<file path="src/rtl/SB_codex_pkg.sv">
// Shared sideband codec types: the SB message record, its reset value and the
// TX arbiter state encoding.
package SB_codex_pkg;

   typedef struct packed {
      logic [4:0]  opcode;
      logic [7:0]  msg_code;
      logic [7:0]  msg_subcode;
      logic [15:0] msg_info;
      logic [1:0]  src_id;
   } SB_msg_t;

   typedef enum logic [1:0] {IDLE, SEND, GAP} sb_arb_state_t;

   localparam int SB_RETRY_8US = 800;

   // Opcode all-ones marks "no message" on an idle serializer input.
   function automatic SB_msg_t reset_SB_msg();
      SB_msg_t m;
      m        = '0;
      m.opcode = 5'h1F;
      return m;
   endfunction

endpackage

</file>
<file path="src/rtl/sb_tx_arbiter_if.sv">
// Request/serializer bundle between the LTSM substate controllers, the TX
// arbiter (slave) and whatever drives the requests (master).
interface sb_tx_arbiter_if
   import SB_codex_pkg::*;
#(
   parameter int NUM_REQ = 4
);
   logic [NUM_REQ-1:0]       req_valid_i;
   SB_msg_t [NUM_REQ-1:0]    req_msg_i;
   logic [NUM_REQ-1:0][63:0] req_data_i;
   logic [NUM_REQ-1:0]       req_ack_o;
   logic [NUM_REQ-1:0]       retry_timeout_o;
   logic [NUM_REQ-1:0]       clear_retry_i;
   SB_msg_t                  tx_msg_o;
   logic [63:0]              tx_data_o;
   logic                     tx_valid_o;
   logic                     tx_sendNext_i;
   logic                     busy_o;

   modport slave (
      input  req_valid_i, req_msg_i, req_data_i, clear_retry_i, tx_sendNext_i,
      output req_ack_o, retry_timeout_o, tx_msg_o, tx_data_o, tx_valid_o, busy_o
   );

   modport master (
      output req_valid_i, req_msg_i, req_data_i, clear_retry_i, tx_sendNext_i,
      input  req_ack_o, retry_timeout_o, tx_msg_o, tx_data_o, tx_valid_o, busy_o
   );
endinterface

</file>
<file path="src/rtl/sb_retry_timer.sv">
// Per-requester retry timer: armed by an ack, pulses timeout_o RETRY_CYCLES
// cycles later unless cleared first. Arm beats clear; clear beats terminal count.
module sb_retry_timer #(
   parameter int RETRY_CYCLES = 800
) (
   input  logic clk_100MHz,
   input  logic reset,
   input  logic arm_i,
   input  logic clear_i,
   output logic timeout_o
);
   localparam int CW = $clog2(RETRY_CYCLES);
   localparam logic [CW-1:0] TERM = CW'(RETRY_CYCLES - 1);

   logic          armed_q, armed_d;
   logic [CW-1:0] cnt_q, cnt_d;
   logic          timeout_q, timeout_d;

   always_comb begin
      armed_d   = armed_q;
      cnt_d     = cnt_q;
      timeout_d = 1'b0;
      if (arm_i) begin
         armed_d = 1'b1;
         cnt_d   = '0;
      end else if (clear_i) begin
         armed_d = 1'b0;
      end else if (armed_q) begin
         if (cnt_q == TERM) begin
            timeout_d = 1'b1;
            armed_d   = 1'b0;
         end else begin
            cnt_d = cnt_q + 1'b1;
         end
      end
   end

   always_ff @(posedge clk_100MHz or posedge reset) begin
      if (reset) begin
         armed_q   <= 1'b0;
         cnt_q     <= '0;
         timeout_q <= 1'b0;
      end else begin
         armed_q   <= armed_d;
         cnt_q     <= cnt_d;
         timeout_q <= timeout_d;
      end
   end

   assign timeout_o = timeout_q;
endmodule

</file>
<file path="src/rtl/sb_tx_arbiter.sv">
// Sideband TX arbiter: grants one requester per message onto the serializer port
// and owns a retry timer per requester. Define SB_TX_ARB_FIXED_PRIO_EN for
// fixed lowest-index priority instead of round-robin.
module sb_tx_arbiter
   import SB_codex_pkg::*;
#(
   parameter int NUM_REQ      = 4,
   parameter int RETRY_CYCLES = SB_RETRY_8US,
   parameter int GAP_CYCLES   = 2
) (
   input logic            clk_100MHz,
   input logic            reset,
   sb_tx_arbiter_if.slave bus
);
   localparam int IW = $clog2(NUM_REQ);
   localparam int GW = $clog2(GAP_CYCLES + 1);

   sb_arb_state_t      state_q, state_d;
   logic [IW-1:0]      grant_q, grant_d;
   logic [GW-1:0]      gap_cnt_q, gap_cnt_d;
   SB_msg_t            tx_msg_q, tx_msg_d;
   logic [63:0]        tx_data_q, tx_data_d;
   logic               tx_valid_q, tx_valid_d;
   logic [NUM_REQ-1:0] ack_q, ack_d;
   logic [NUM_REQ-1:0] timeout;
   logic [IW-1:0]      pick;

`ifdef SB_TX_ARB_FIXED_PRIO_EN
   always_comb begin
      pick = '0;
      for (int k = NUM_REQ - 1; k >= 0; k--) begin
         if (bus.req_valid_i[k]) pick = IW'(k);
      end
   end
`else
   logic [IW-1:0] last_grant_q, last_grant_d;
   logic [IW-1:0] cand;
   logic          found;

   // Search starts just after the previous winner so every pending requester is served in turn.
   always_comb begin
      pick  = '0;
      cand  = '0;
      found = 1'b0;
      for (int k = 1; k <= NUM_REQ; k++) begin
         cand = IW'((int'(last_grant_q) + k) % NUM_REQ);
         if (!found && bus.req_valid_i[cand]) begin
            pick  = cand;
            found = 1'b1;
         end
      end
   end

   always_comb begin
      last_grant_d = last_grant_q;
      if (state_q == IDLE && |bus.req_valid_i) last_grant_d = pick;
   end

   always_ff @(posedge clk_100MHz or posedge reset) begin
      if (reset) last_grant_q <= IW'(NUM_REQ - 1);
      else       last_grant_q <= last_grant_d;
   end
`endif

   always_comb begin
      state_d    = state_q;
      grant_d    = grant_q;
      gap_cnt_d  = gap_cnt_q;
      tx_msg_d   = tx_msg_q;
      tx_data_d  = tx_data_q;
      tx_valid_d = tx_valid_q;
      ack_d      = '0;
      case (state_q)
         IDLE: begin
            if (|bus.req_valid_i) begin
               grant_d    = pick;
               tx_msg_d   = bus.req_msg_i[pick];
               tx_data_d  = bus.req_data_i[pick];
               tx_valid_d = 1'b1;
               state_d    = SEND;
            end
         end
         SEND: begin
            if (bus.tx_sendNext_i) begin
               tx_valid_d     = 1'b0;
               ack_d[grant_q] = 1'b1;
               gap_cnt_d      = '0;
               state_d        = GAP;
            end
         end
         GAP: begin
            if (gap_cnt_q == GW'(GAP_CYCLES - 1)) state_d = IDLE;
            else                                  gap_cnt_d = gap_cnt_q + 1'b1;
         end
         default: state_d = IDLE;
      endcase
   end

   always_ff @(posedge clk_100MHz or posedge reset) begin
      if (reset) begin
         state_q    <= IDLE;
         grant_q    <= '0;
         gap_cnt_q  <= '0;
         tx_msg_q   <= reset_SB_msg();
         tx_data_q  <= '0;
         tx_valid_q <= 1'b0;
         ack_q      <= '0;
      end else begin
         state_q    <= state_d;
         grant_q    <= grant_d;
         gap_cnt_q  <= gap_cnt_d;
         tx_msg_q   <= tx_msg_d;
         tx_data_q  <= tx_data_d;
         tx_valid_q <= tx_valid_d;
         ack_q      <= ack_d;
      end
   end

   // The accept decision arms the timer on the same edge that registers the ack pulse.
   for (genvar gi = 0; gi < NUM_REQ; gi++) begin : g_timer
      sb_retry_timer #(.RETRY_CYCLES(RETRY_CYCLES)) u_timer (
         .clk_100MHz (clk_100MHz),
         .reset      (reset),
         .arm_i      (ack_d[gi]),
         .clear_i    (bus.clear_retry_i[gi]),
         .timeout_o  (timeout[gi])
      );
   end

   assign bus.tx_msg_o        = tx_msg_q;
   assign bus.tx_data_o       = tx_data_q;
   assign bus.tx_valid_o      = tx_valid_q;
   assign bus.req_ack_o       = ack_q;
   assign bus.retry_timeout_o = timeout;
   assign bus.busy_o          = (state_q != IDLE);
endmodule
</file>
<file path="src/flat_wrapper.sv">
// flat-port wrapper written by rule: the top's interface ports become plain ports
module sb_tx_arbiter_flat import SB_codex_pkg::*;
#(
   parameter int NUM_REQ      = 4,
   parameter int RETRY_CYCLES = SB_RETRY_8US,
   parameter int GAP_CYCLES   = 2
)
  (clk_100MHz, reset, bus_req_valid_i, bus_req_msg_i, bus_req_data_i, bus_clear_retry_i, bus_tx_sendNext_i, bus_req_ack_o, bus_retry_timeout_o, bus_tx_msg_o, bus_tx_data_o, bus_tx_valid_o, bus_busy_o);
  sb_tx_arbiter_if #(.NUM_REQ(NUM_REQ)) bus_i ();
  input logic clk_100MHz;
  input logic reset;
  input wire logic [$bits(bus_i.req_valid_i)-1:0] bus_req_valid_i;
  input wire logic [$bits(bus_i.req_msg_i)-1:0] bus_req_msg_i;
  input wire logic [$bits(bus_i.req_data_i)-1:0] bus_req_data_i;
  input wire logic [$bits(bus_i.clear_retry_i)-1:0] bus_clear_retry_i;
  input wire logic [$bits(bus_i.tx_sendNext_i)-1:0] bus_tx_sendNext_i;
  output wire logic [$bits(bus_i.req_ack_o)-1:0] bus_req_ack_o;
  output wire logic [$bits(bus_i.retry_timeout_o)-1:0] bus_retry_timeout_o;
  output wire logic [$bits(bus_i.tx_msg_o)-1:0] bus_tx_msg_o;
  output wire logic [$bits(bus_i.tx_data_o)-1:0] bus_tx_data_o;
  output wire logic [$bits(bus_i.tx_valid_o)-1:0] bus_tx_valid_o;
  output wire logic [$bits(bus_i.busy_o)-1:0] bus_busy_o;
  assign bus_i.req_valid_i = bus_req_valid_i;
  assign bus_i.req_msg_i = bus_req_msg_i;
  assign bus_i.req_data_i = bus_req_data_i;
  assign bus_i.clear_retry_i = bus_clear_retry_i;
  assign bus_i.tx_sendNext_i = bus_tx_sendNext_i;
  assign bus_req_ack_o = bus_i.req_ack_o;
  assign bus_retry_timeout_o = bus_i.retry_timeout_o;
  assign bus_tx_msg_o = bus_i.tx_msg_o;
  assign bus_tx_data_o = bus_i.tx_data_o;
  assign bus_tx_valid_o = bus_i.tx_valid_o;
  assign bus_busy_o = bus_i.busy_o;
  sb_tx_arbiter #(.NUM_REQ(NUM_REQ), .RETRY_CYCLES(RETRY_CYCLES), .GAP_CYCLES(GAP_CYCLES)) u_core (.clk_100MHz(clk_100MHz), .reset(reset), .bus(bus_i));
endmodule
</file>
<file path="config.mk">
export PLATFORM = sky130hd
export DESIGN_NAME = sb_tx_arbiter_flat
export DESIGN_NICKNAME = d
export VERILOG_FILES = /design/src/rtl/SB_codex_pkg.sv /design/src/rtl/sb_tx_arbiter_if.sv /design/src/rtl/sb_retry_timer.sv /design/src/rtl/sb_tx_arbiter.sv /design/src/flat_wrapper.sv
export SDC_FILE = /design/constraint.sdc
export NUM_CORES = 1
export LEC_CHECK = 0
export ABC_AREA = 1
export BUFFER_PORTS_ARGS = -buffer_cell sky130_fd_sc_hd__buf_2
export CELL_PAD_IN_SITES_DETAIL_PLACEMENT = 0
export CELL_PAD_IN_SITES_GLOBAL_PLACEMENT = 1
export CORE_AREA = 5 5 203 205
export CTS_BUF_LIST = sky130_fd_sc_hd__clkbuf_4
export DETAILED_ROUTE_END_ITERATION = 8
export DIE_AREA = 0 0 208 210
export PLACE_DENSITY_LB_ADDON = 0.15
export SKIP_CTS_REPAIR_TIMING = 1
export SLEW_MARGIN = 20
export SYNTH_ARGS = -nofsm -noshare
export SYNTH_HDL_FRONTEND = slang
export SYNTH_SLANG_ARGS = --single-unit
</file>
<file path="constraint.sdc">
create_clock -name clk_100MHz -period 17 [get_ports clk_100MHz]
set_input_delay 3.4 -clock clk_100MHz [delete_from_list [all_inputs] [get_ports clk_100MHz]]
set_output_delay 3.4 -clock clk_100MHz [all_outputs]
set_load 0.03 [all_outputs]
</file>
Yosys cells after proc, flatten, opt, wreduce, memory -nomap -nowiden

Index checks and enable logic that the tools add are counted.

Bits in registers: 164
Bits of input ports: 423
Output and inout bits: 113
Word-level logic and storage cells: 165

Add/sub/neg operators: 9
Magnitude comparators: 7
Equal/unequal tests: 19
Mux-type cells: 81
Reductions and logical operators: 25

Operator list:

| operator                                                                      | number |
|---|---|
| 10-bit 2-to-1 mux                                                             | 16 |
| 64-bit binary-select mux with 2-bit select                                    | 1 |
| 39-bit binary-select mux with 2-bit select                                    | 1 |
| 64-bit 2-to-1 mux                                                             | 1 |
| 1-bit 2-to-1 mux                                                              | 42 |
| 10-bit by 1-bit adder with 10-bit output (second input constant)              | 4 |
| 10-bit == test (second input constant)                                        | 4 |
| 39-bit 2-to-1 mux                                                             | 1 |
| 3-bit AND reduction                                                           | 7 |
| 2-bit by 3-bit less-than comparator with 1-bit output (second input constant) | 6 |
| 2-bit 2-to-1 mux                                                              | 9 |
| 2-bit by 1-bit != test with 1-bit output (second input constant)              | 9 |
| 2-bit nonzero test                                                            | 7 |
| 1-bit binary-select mux with 2-bit select                                     | 4 |
| 4-bit 2-to-1 mux                                                              | 2 |
| 2-bit by 1-bit adder with 2-bit output (second input constant)                | 3 |
| 2-bit != test (second input constant)                                         | 3 |
| 2-bit case mux with 3 select lines                                            | 1 |
| 1-bit logical AND                                                             | 5 |
| 2-bit adder (second input constant)                                           | 2 |
| 2-bit by 1-bit == test with 1-bit output (second input constant)              | 2 |
| 2-bit case mux with 2 select lines                                            | 1 |
| 4-bit OR reduction                                                            | 1 |
| 1-bit zero test                                                               | 3 |
| other kinds (6)                                                               | 6 |

Depth between registers and ports, before layout

Word-level depth: 15
Gate-level depth with buffers: 15
Depth with buffers taken out: 13

By module

A second synthesis with hierarchy kept.

Cell total of the unflattened synthesis: 2130
Area, all modules: 12748.5 um^2

Modules (own cells, without submodules):

| module                                         | times used | cells an instance | area each (um^2) | sequential area each (um^2) |
|---|---|---|---|---|
| sb_tx_arbiter                                  | 1          | 1761              | 9862.0           | 2911.5 |
| sb_retry_timer (u_core.g_timer[0].u_timer ...) | 3          | 91                | 718.2            | 300.3 |
| sb_retry_timer (u_core.g_timer[3].u_timer)     | 1          | 96                | 732.0            | 300.3 |

Worst setup path after synthesis

Ideal clock, no wire load.

Path type: input port to flip-flop
From: input port bus_req_valid_i[3]
To: register u_core.tx_data_q[0], in the netlist u_core.bus.tx_data_o[0]
Library setup time: 0.118 ns
Data arrival time: 4.687 ns
Data required time: 16.882 ns
Slack: 12.195 ns
Stages: 14
Path buffers: 2
Cells stage by stage: inv_1 > nand2_1 > nand3_1 > nand2_1 > nor2_4 > nand2_1 > nand2_2 > nand2_4 > buf_4 > buf_2 > nand2_1 > nand3_1 > nand3_1 > nand2_1

Longest elaborated chain between the ends: 14
Elaborated cells between the ends (all ways): 25
Classes of those cells: mux: 17; reduce/logical: 8

RTL lines:

| what                                       | RTL line             | RTL |
|---|---|---|
| start, declared                            | flat_wrapper.sv:12   | `input wire logic [$bits(bus_i.req_valid_i)-1:0] bus_req_valid_i;` |
| 1-bit binary-select mux with 2-bit select  | sb_tx_arbiter.sv:47  | `if (!found && bus.req_valid_i[cand]) begin` |
| 1-bit 2-to-1 mux (not written as such)     | sb_tx_arbiter.sv:47  |  |
| 1-bit 2-to-1 mux                           | sb_tx_arbiter.sv:47  |  |
| 1-bit zero test                            | sb_tx_arbiter.sv:47  |  |
| 1-bit logical AND                          | sb_tx_arbiter.sv:47  |  |
| 1-bit 2-to-1 mux                           | sb_tx_arbiter.sv:47  |  |
| 1-bit zero test                            | sb_tx_arbiter.sv:47  |  |
| 1-bit logical AND                          | sb_tx_arbiter.sv:47  |  |
| 1-bit 2-to-1 mux                           | sb_tx_arbiter.sv:47  |  |
| 1-bit zero test                            | sb_tx_arbiter.sv:47  |  |
| 1-bit logical AND                          | sb_tx_arbiter.sv:47  |  |
| 2-bit 2-to-1 mux                           | sb_tx_arbiter.sv:47  |  |
| 64-bit binary-select mux with 2-bit select | sb_tx_arbiter.sv:78  | `tx_data_d = bus.req_data_i[pick];` |
| 64-bit 2-to-1 mux (not written as such)    | sb_tx_arbiter.sv:78  |  |
| end signal, assigned                       | sb_tx_arbiter.sv:113 | `tx_data_q <= tx_data_d;` |
| end, declared                              | sb_tx_arbiter.sv:22  | `logic [63:0] tx_data_q, tx_data_d;` |

Several ways; a longest one is shown, not always the timed one. The select of a mux whose other input is x is not followed.
A chain may end at the register's enable or synchronous reset.

Final worst setup path

From: input port bus_req_valid_i[3]
To: register u_core.tx_data_q[49], in the netlist u_core.bus.tx_data_o[49]

The elaborated chain is that of the path after synthesis.

==> results.sh <==
export IMPL_cts_buffers=17
export IMPL_synth_edf_count=0
export IMPL_area_growth_pct=31.3
export IMPL_cp_max_fo=123
export IMPL_rsz0062_at_grt="false"
export IMPL_wire_per_inst_um=18.4
export IMPL_finalPower_w=0.00332
export IMPL_yosysMostFrequentCell="nand3_1"
export IMPL_cts_max_path_buffers=2
export IMPL_synthTopCellsByArea="dfrtp_1, nand3_1, nand2_1"
export IMPL_num_vias=12362
export IMPL_h_tree_depth=4
export IMPL_synth_top_cell_by_area="dfrtp_1"
export IMPL_dp_hpwl_um=34200
export IMPL_status="completed"
export IMPL_num_rows=73
export IMPL_ys_seq_area_share_pct=39.6
export IMPL_drt_total_wl_um=46800
export IMPL_die_area_mm2=0.0437
export IMPL_drt_iter0_drc=995
export IMPL_critPathCaptureType="flip-flop"
export IMPL_antenna_found_initial=18
export IMPL_core_mm2=0.0393
export IMPL_cp_slowest_cell="nand2_8"
export IMPL_grt_pass1_wl_um=71300
export IMPL_finalSetupTns_ns=0
export IMPL_skew_ns=0.0147
export IMPL_synth_seq_cells=164
export IMPL_hold_viol=0
export IMPL_syn_num_nets=1965
export IMPL_worst_slew_pin_slew_ns=1.00
export IMPL_setup_viol=0
export IMPL_min_path_type="flip-flop to flip-flop"
export IMPL_synthTopCellsByCount="nand3_1, nand2_1, dfrtp_1"
export IMPL_yosys_most_used_dff="dfrtp_1"
export IMPL_cp_slowest_stage_delay_ns=0.68
export IMPL_yosysWarnings=0
export IMPL_cts_root_buf="clkbuf_4"
export IMPL_vias_per_cell=4.87
export IMPL_num_fill_cells=4432
export IMPL_synth_top_area_share_pct=37.8
export IMPL_period_needed_ns=5.90
export IMPL_cts_tree="yes"
export IMPL_die_w_um=208
export IMPL_critPathKind="primary input to flip-flop"
export IMPL_fp_dieH_um=210
export IMPL_powerDensity_mw_per_mm2=243
export IMPL_clk_latency_ns=0.61
export IMPL_maxCapViolCount=0
export IMPL_clock_sinks=164
export IMPL_drcViolationCount=0
export IMPL_grt_remaining_overflow=0
export IMPL_drive_above_1_share_pct=30.2
export IMPL_period_share_pct=34.7
export IMPL_ios=536
export IMPL_vdd_drop_max_uv=176
export IMPL_syn_inst=1537
export IMPL_syn_cell_area_mm2=0.0104
export IMPL_clk_pin_slew_ns=0.14
export IMPL_path_cells="buf_2 -> nand2_1 -> nand2_1 -> nand2_2 -> nand2_2 -> nor2_4 -> nand2_1 -> nand2_8 -> nand2_8 -> buf_6 -> nand2_1 -> nand3_1 -> nand3_1 -> nand2_1"
export IMPL_async_flop_share_pct=100
export IMPL_critPathArrivalTime_ns=6.45
export IMPL_first_global_vias=12125
export IMPL_power_leakage_nw=7.31
export IMPL_dr_pass1_iters=5
export IMPL_cp_required_ns=17.55
export IMPL_critPathLaunchType="primary input"
export IMPL_slew_headroom_pct=33.2
export IMPL_nNetsFinal=2417
export IMPL_grt_total_usage_pct=20.5
export IMPL_grt_max_degree=124
export IMPL_finalMaxSlewViolations=0
export IMPL_portBuffers=535
export IMPL_crit_path_frequent_cell="nand2_1"
export IMPL_syn_area_per_cell_um2=6.76
export IMPL_fmax_mhz=170
export IMPL_synth_distinct_cells=36
export IMPL_initial_utilization_pct=26.5
export IMPL_finalWeightedCongestion=0.850
export IMPL_postRouteAntennaNets=0
-- critical path: cells and delay by family --
kind / cells / cell delay (ns)
buffers and inverters: 2 / 0.76
AND/OR/NAND/NOR: 12 / 2.14
-- sequential cells by signal, summed over array words and instances (netlist names), 4 cells and up --
signal                            cells
u_core.bus.tx_data_o                 64
u_core.g_timer.u_timer.cnt_q         40
u_core.bus.tx_msg_o                  39
u_core.bus.req_ack_o                  4
u_core.g_timer.u_timer.armed_q        4
u_core.g_timer.u_timer.timeout_o      4
-- power breakdown --
group          leakage, nW  switching (W)  internal [W]  total [W]
Clock                0.127       0.000160     0.0000752   0.000235
Sequential            2.05       0.000102      0.000579   0.000681
Combinational         5.13        0.00171      0.000688    0.00240
-- stage by stage --
| stage | area (um^2) | utilization, % | hold WS (ns) | worst slack, ns | std cells |
|---|---|---|---|---|---|
| 4_1_cts | 13600 | 34.6 | 0.479 | 10.78 | 2526 |
| 3_5_place_dp | 13300 | 33.9 | 0.458 | 10.07 | 2494 |
| 3_3_place_gp | 13300 | 33.9 | 0.455 | 10.13 | 2494 |
| 2_1_floorplan | 10400 | - | 0.457 | 9.18 | 1537 |
| 6_report | 13600 | 34.7 | 0.476 | 11.10 | 2536 |
| 5_1_grt | 13600 | 34.7 | 0.504 | 10.79 | 2535 |
-- placed cells by master (no fill, tap or decap), drive strengths merged, types with 2 or more instances in the layout --
| master | netlist | final |
|---|---|---|
| a21oi | 18 | 18 |
| buf | 73 | 550 |
| clkbuf | 44 | 18 |
| clkinv | 1 | 4 |
| clkinvlp | 0 | 6 |
| dfrtp | 157 | 157 |
| dfstp | 7 | 7 |
| diode | 0 | 9 |
| ha | 5 | 5 |
| inv | 67 | 71 |
| nand2 | 489 | 489 |
| nand3 | 553 | 553 |
| nand4 | 11 | 11 |
| nor2 | 31 | 31 |
| nor3 | 20 | 20 |
| nor4 | 11 | 11 |
| o21a | 2 | 2 |
| o21ai | 32 | 32 |
| o31ai | 4 | 4 |
| xor2 | 5 | 5 |
-- logic make-up (layout without fill, tap and decap cells) --
family,count (synthesis),after routing,synth area share [%]
DFF,164,164,39.6
buffers and inverters,185,650,7.84
AOI/OAI and AO/OA,60,60,3.24
other,0,9,0
xor gates and xnor gates,6,6,0.506
adders and majority gates,5,5,0.602
and+or+nand+nor,1117,1117,48.2
-- final cells by class --
class / count / area [um^2] / area share (%)
antenna: 9 / 22.5 / 0.165
inverter: 68 / 263 / 1.93
clock inverter: 14 / 130 / 0.954
multi-input combinational: 1188 / 5510 / 40.4
sequential: 164 / 4110 / 30.1
timing repair buffer: 550 / 2810 / 20.6
clock buffer: 18 / 135 / 0.990
tap: 525 / 657 / 4.81
-- metal layers --
| metal | global-route usage (%) | share of wire, % | vias up |
|---|---|---|---|
| li1 | - | - | 6073 |
| met1 | 25.2 | 42 | 5832 |
| met5 | 0 | 0.19 | - |
| met4 | 5.41 | 2.0 | 16 |
| met2 | 35.1 | 50 | 385 |
| met3 | 6.30 | 6.4 | 56 |
-- final timing paths --
path,start,to,slack [ns],cells past startpoint
setup / recovery,bus_req_valid_i[3],u_core.bus.tx_data_o[49]$_DFFE_PP0P_,11.10,14
hold / removal,u_core.bus.tx_msg_o[36]$_DFFE_PP1P_,u_core.bus.tx_msg_o[36]$_DFFE_PP1P_,0.48,2
min in group asynchronous,reset,u_core.bus.tx_msg_o[17]$_DFFE_PP0P_,2.75,2
hold reg to reg,u_core.bus.tx_msg_o[36]$_DFFE_PP1P_,u_core.bus.tx_msg_o[36]$_DFFE_PP1P_,0.48,2
setup reg to reg,u_core.last_grant_q[0]$_DFFE_PP1P_,u_core.bus.tx_msg_o[25]$_DFFE_PP0P_,13.18,14
max in group asynchronous,reset,u_core.bus.tx_data_o[9]$_DFFE_PP0P_,13.11,3
(Power assumes the default switching activity.)
